File: src/rtl/viterbi_pkg.sv
// Shared types for the 4-state (K=3, rate-1/2) Viterbi decoder control path.
package viterbi_pkg;

    localparam int NUM_STATES = 4;

    typedef logic [1:0] state_idx_t;
    typedef logic [3:0] dec_vec_t;

    typedef enum logic [2:0] {
        IDLE,
        INIT,
        FILL,
        TSTART,
        TRACE
    } seq_state_t;

endpackage

File: src/rtl/viterbi_surv_mem.sv
// Survivor decision store: one write port, one asynchronous full-row read port, no reset.
module viterbi_surv_mem
    import viterbi_pkg::*;
#(
    parameter int DEPTH  = 16,
    parameter int ADDR_W = $clog2(DEPTH)
) (
    input  logic              clk,
    input  logic              we,
    input  logic [ADDR_W-1:0] waddr,
    input  dec_vec_t          wdata,
    input  logic [ADDR_W-1:0] raddr,
    output dec_vec_t          rdata
);

    dec_vec_t mem [DEPTH];

    always_ff @(posedge clk) begin
        if (we) mem[waddr] <= wdata;
    end

    assign rdata = mem[raddr];

endmodule

File: src/rtl/viterbi_frame_seq.sv
// Frame sequencer for the K=3 Viterbi decoder: fills survivor memory, then traces back.
// Build option VITERBI_SEQ_TERMINATED_EN: traceback always starts from state 0.
module viterbi_frame_seq
    import viterbi_pkg::*;
#(
    parameter int FRAME_LEN = 16,
    parameter int ADDR_W    = $clog2(FRAME_LEN)
) (
    input  logic       clk,
    input  logic       rst,
    input  logic       in_valid,
    output logic       in_ready,
    input  logic [1:0] rx_pair,
    output logic [1:0] bmc_pair,
    output logic       metric_clr,
    output logic       acs_en,
    input  dec_vec_t   acs_dec,
    input  state_idx_t sm_best,
    output logic       out_valid,
    input  logic       out_ready,
    output logic       out_bit,
    output logic       out_last
);

    localparam logic [ADDR_W-1:0] LAST = ADDR_W'(FRAME_LEN - 1);

    seq_state_t        state;
    logic [ADDR_W-1:0] wr_ptr;
    logic [ADDR_W-1:0] rd_ptr;
    state_idx_t        tb_state;
    state_idx_t        tb_next;
    state_idx_t        tb_start;
    dec_vec_t          rd_row;

    assign acs_en   = in_valid & in_ready;
    assign bmc_pair = in_ready ? rx_pair : 2'b00;

    // Step back one trellis stage: predecessor = {s[0], decision bit of s}.
    assign tb_next = {tb_state[0], rd_row[tb_state]};

`ifdef VITERBI_SEQ_TERMINATED_EN
    assign tb_start = 2'b00;
`else
    assign tb_start = sm_best;
`endif

    viterbi_surv_mem #(
        .DEPTH (FRAME_LEN),
        .ADDR_W(ADDR_W)
    ) u_surv (
        .clk  (clk),
        .we   (acs_en),
        .waddr(wr_ptr),
        .wdata(acs_dec),
        .raddr(rd_ptr),
        .rdata(rd_row)
    );

    always_ff @(posedge clk or negedge rst) begin
        if (!rst) begin
            state      <= IDLE;
            wr_ptr     <= '0;
            rd_ptr     <= '0;
            tb_state   <= 2'b00;
            in_ready   <= 1'b0;
            metric_clr <= 1'b0;
            out_valid  <= 1'b0;
            out_bit    <= 1'b0;
            out_last   <= 1'b0;
        end else begin
            unique case (state)
                IDLE: begin
                    state      <= INIT;
                    metric_clr <= 1'b1;
                end
                INIT: begin
                    state      <= FILL;
                    metric_clr <= 1'b0;
                    wr_ptr     <= '0;
                    in_ready   <= 1'b1;
                end
                FILL: begin
                    if (acs_en) begin
                        wr_ptr <= wr_ptr + 1'b1;
                        if (wr_ptr == LAST) begin
                            state    <= TSTART;
                            in_ready <= 1'b0;
                        end
                    end
                end
                TSTART: begin
                    state     <= TRACE;
                    tb_state  <= tb_start;
                    rd_ptr    <= LAST;
                    out_valid <= 1'b1;
                    out_bit   <= tb_start[1];
                    out_last  <= 1'b0;
                end
                TRACE: begin
                    if (out_ready) begin
                        tb_state <= tb_next;
                        rd_ptr   <= rd_ptr - 1'b1;
                        out_bit  <= tb_next[1];
                        out_last <= (rd_ptr == ADDR_W'(1));
                        if (out_last) begin
                            state      <= INIT;
                            metric_clr <= 1'b1;
                            out_valid  <= 1'b0;
                            out_last   <= 1'b0;
                        end
                    end
                end
                default: state <= IDLE;
            endcase
        end
    end

endmodule

File: config.mk
export PLATFORM = sky130hd
export DESIGN_NAME = viterbi_frame_seq
export DESIGN_NICKNAME = d
export VERILOG_FILES = /design/src/rtl/viterbi_pkg.sv /design/src/rtl/viterbi_surv_mem.sv /design/src/rtl/viterbi_frame_seq.sv
export SDC_FILE = /design/constraint.sdc
export NUM_CORES = 1
export LEC_CHECK = 0
export CORE_AREA = 2 2 90 75
export CTS_BUF_LIST = sky130_fd_sc_hd__clkbuf_8
export DETAILED_ROUTE_END_ITERATION = 6
export DIE_AREA = 0 0 92 77
export PLACE_DENSITY = 0.86
export SETUP_SLACK_MARGIN = 0.4
export SLEW_MARGIN = 10
export SYNTH_ARGS = -nofsm -noshare
export SYNTH_HDL_FRONTEND = slang
export SYNTH_SLANG_ARGS = --single-unit
export TNS_END_PERCENT = 50
File: constraint.sdc
create_clock -name clk -period 5 [get_ports clk]
set_clock_uncertainty 0.05 [all_clocks]
set_input_delay 1 -clock clk [delete_from_list [all_inputs] [get_ports clk]]
set_output_delay 1 -clock clk [all_outputs]
set_load 0.01 [all_outputs]
==> impl_results.md <==
- Hold endpoint: out_valid$_DFFE_PN0P_
- Overall routed net length: between 6 and 7 mm
- Largest net degree at the start of global routing: 24
- Worst Hold Class: reg2reg
- Period utilisation layout: about two thirds
- # clock sinks: 81
- Total GRT Usage: 21.2%
- Nets@finish: 284
- Grt ovf: 0
- Worst-path clk slew: 70 ps
- Fin. Hold Viols: 0
- Fin. max-slew vios: 0
- Ratio of cells with drive above 1 in the final layout: under 10%
- Avg WL per Cell: 19.2 um
- Min-delay src: out_valid$_DFFE_PN0P_
- Reg2Reg Depth: 5
- Worst Tran Pin Value: 1050 ps
- Placed insts: 339
- Final setup TNS: 0 ps
- Initial DRC Count: approximately 220
- Port Buffers: 19
- Critical path required time: 3950 ps
- Root buf cell: clkbuf_8
- Clk pwr share: 28.2%
- Num rows: 26
- Crit path launch type: input pin
- DIE WIDTH: 92 um
- Vias: 2164
- Int Power: 1.25 mW
- Core region area: 0.00618 mm^2
- Global-route wire length before repair: between 10 and 15 mm
- Hold path depth: 2
- Power per cell area: around 430 mW/mm^2
- Hpwl dp: about 4.7 mm
- Die Area: 0.00708 mm^2
- First-pass detailed-route iteration total: 7
- Worst r2r src: rd_ptr[0]$_DFFE_PN0P_
- Skew-Pair Late Insertion Delay: 350 ps
- ANT cells: 0
- FF-to-FF setup slack: 2290 ps
- Part of the power in registers: between 50% and 60%
- MaxCap Viol Count: 0
- Status: finished, final reports clean
- Final setup viols: 0
- RSZ-0062 raised after global routing: no
- Post-synthesis sequential element count: 81
- Ports: 20
- F_max: 296 MHz
- Static Leak: 1.52 nW
- Switching pwr: slightly above 500 uW
- Initial Util: 58.5%
- Crit end category: output pin
- Routability congestion estimate: 0.892
- Max FO, Critical Path: 6
- CTS Buf Count: 9
- CP arrival: 2330 ps
- Peak VDD IR: 0.281 mV
- # DRC: 0
- Total setup buffers inserted after CTS: 0
- Combinational share of power: between 15 and 20%
- Slew HR: 30.3%
- Initial antenna violation count: 0
- Reg2reg end: tb_state[0]$_DFFE_PN0P_
- Synth cell types: 42
- CTS tree: yes
- Vias in the first global route: 2056
- H-tree levels: 3
- Area Overhead vs Synth: 12.2%
- Mapped Nets: 265
- Layout Cells excl Fill: 355
- Yosys warnings: 0
- Post-CTS sizing: 0
- Post-route ant nets: 0
- Sw frac: about 29%
- Tmin final: between 3000 and 4000 ps
- Syn_area_per_cell: 14.6 um^2
- Drt via density: just over 6
- Clock Tree Buf Depth: 2
- Register area share after synthesis: 64.9%
- CTS hold repair buffers: 0
- Crit path kind: in2out
- Post-Syn Instances: 247
- Synthesized cell area: about 0.0036 mm^2
- Die span in y: 77 um
==> per-layer routing <==
metal	wire length [um]	GRT usage, %	vias to the layer above	part of all wire, %
met5	0	0	-	0
met4	56	5.22	0	0.82
met3	575	6.58	6	8.4
met2	3240	30.8	100	47
met1	2960	31.6	1064	43
li1	-	-	994	-
==> state kept, by name (all words and copies together) (netlist names) <==
name	cells
in_ready	1
metric_clr	1
out_last	1
out_valid	1
rd_ptr	4
state	3
tb_state	2
u_surv.mem	64
wr_ptr	4
==> Yosys cell counts (all sizes together) <==
cell type | n | share of area (%)
a2111oi | 1 | 0.24
a211oi | 1 | 0.21
a21o | 1 | 0.21
a21oi | 4 | 0.55
a22oi | 2 | 0.41
a311oi | 1 | 0.24
a31oi | 4 | 0.69
a32oi | 1 | 0.24
a41oi | 1 | 0.24
and2 | 12 | 2.1
and3 | 4 | 0.69
buf | 6 | 1.4
clkbuf | 6 | 0.62
dfrtp | 17 | 12
edfxtp | 64 | 53
ha | 6 | 2.1
inv | 8 | 0.83
mux2 | 3 | 0.93
mux2i | 11 | 3.0
mux4 | 12 | 8.4
nand2 | 19 | 2.0
nand2b | 1 | 0.17
nand3 | 5 | 0.69
nand4 | 1 | 0.17
nor2 | 14 | 1.5
nor2b | 4 | 0.69
nor3 | 7 | 0.97
nor3b | 4 | 1.1
nor4 | 1 | 0.17
nor4b | 1 | 0.24
o211ai | 1 | 0.21
o21ai | 13 | 1.8
o22ai | 5 | 0.86
o311ai | 2 | 0.48
o41ai | 1 | 0.24
or4 | 1 | 0.21
xnor2 | 2 | 0.48
==> area by class of cell <==
type | count | area, um^2
Clock inverter | 6 | 75.1
Clock buffer | 10 | 138
Sequential cell | 81 | 2350
Fill cell | 426 | 2120
Inverter | 8 | 30.0
Tap cell | 84 | 105
Multi-Input combinational cell | 146 | 1170
Timing Repair Buffer | 20 | 198
==> through the flow <==
stage	setup WS (ps)	utilization (%)	cell area, um^2	total power [mW]	hold WS (ps)
2_1_floorplan	2720	-	3620	1.16	492
3_3_place_gp	1670	62.2	3850	1.25	448
3_5_place_dp	1640	62.2	3850	1.28	448
4_1_cts	1640	65.7	4060	1.77	482
5_1_grt	1570	65.7	4060	1.85	508
6_report	1620	65.7	4060	1.76	484
==> worst max path at each step <==
stage | from | end | slack, ps | depth (start not counted)
floorplan | in_valid | acs_en | 2720 | 2
global placement | in_valid | acs_en | 1670 | 4
detailed placement | in_valid | acs_en | 1640 | 4
CTS | in_valid | acs_en | 1640 | 4
global route | in_valid | acs_en | 1570 | 4
finish | in_valid | acs_en | 1620 | 4
==> power groups by stage <==
stage / combinational, mW / clock [mW] / sequential, mW
after floorplan: 0.304 / 0 / 0.858
after global placement: 0.333 / 0 / 0.921
after detailed placement: 0.346 / 0 / 0.930
after CTS: 0.348 / 0.506 / 0.915
after global routing: 0.385 / 0.535 / 0.930
final: 0.349 / 0.498 / 0.916
==> kinds of logic (layout without fill, tap and decap cells) <==
logic type      Yosys count  count (layout)  synth area share [%]
compound gates           38              38                  6.64
mux                      26              26                  12.4
simple gates             74              74                  10.7
fa+ha+maj                 6               6                  2.08
xor+xnor                  2               2                 0.484
flops                    81              81                  64.9
buf+inv                  20              44                  2.87
==> cell usage in the layout (no fill, tap or decap), drive strengths merged, types with 5 or more instances in the layout <==
cell type      instances
nor2                  14
clkbuf                10
o22ai                  5
clkdlybuf4s50         19
nand2                 19
mux2i                 11
and2                  12
nand3                  5
nor3                   7
ha                     6
mux4                  12
edfxtp                64
o21ai                 13
inv                   10
dfrtp                 17
==> worst max-delay path, cell delays in order <==
cell and delay, ps:
clkdlybuf4s50_1 490, nand2_1 90, inv_1 170, clkdlybuf4s50_1 570
(Power assumes the default switching activity.)
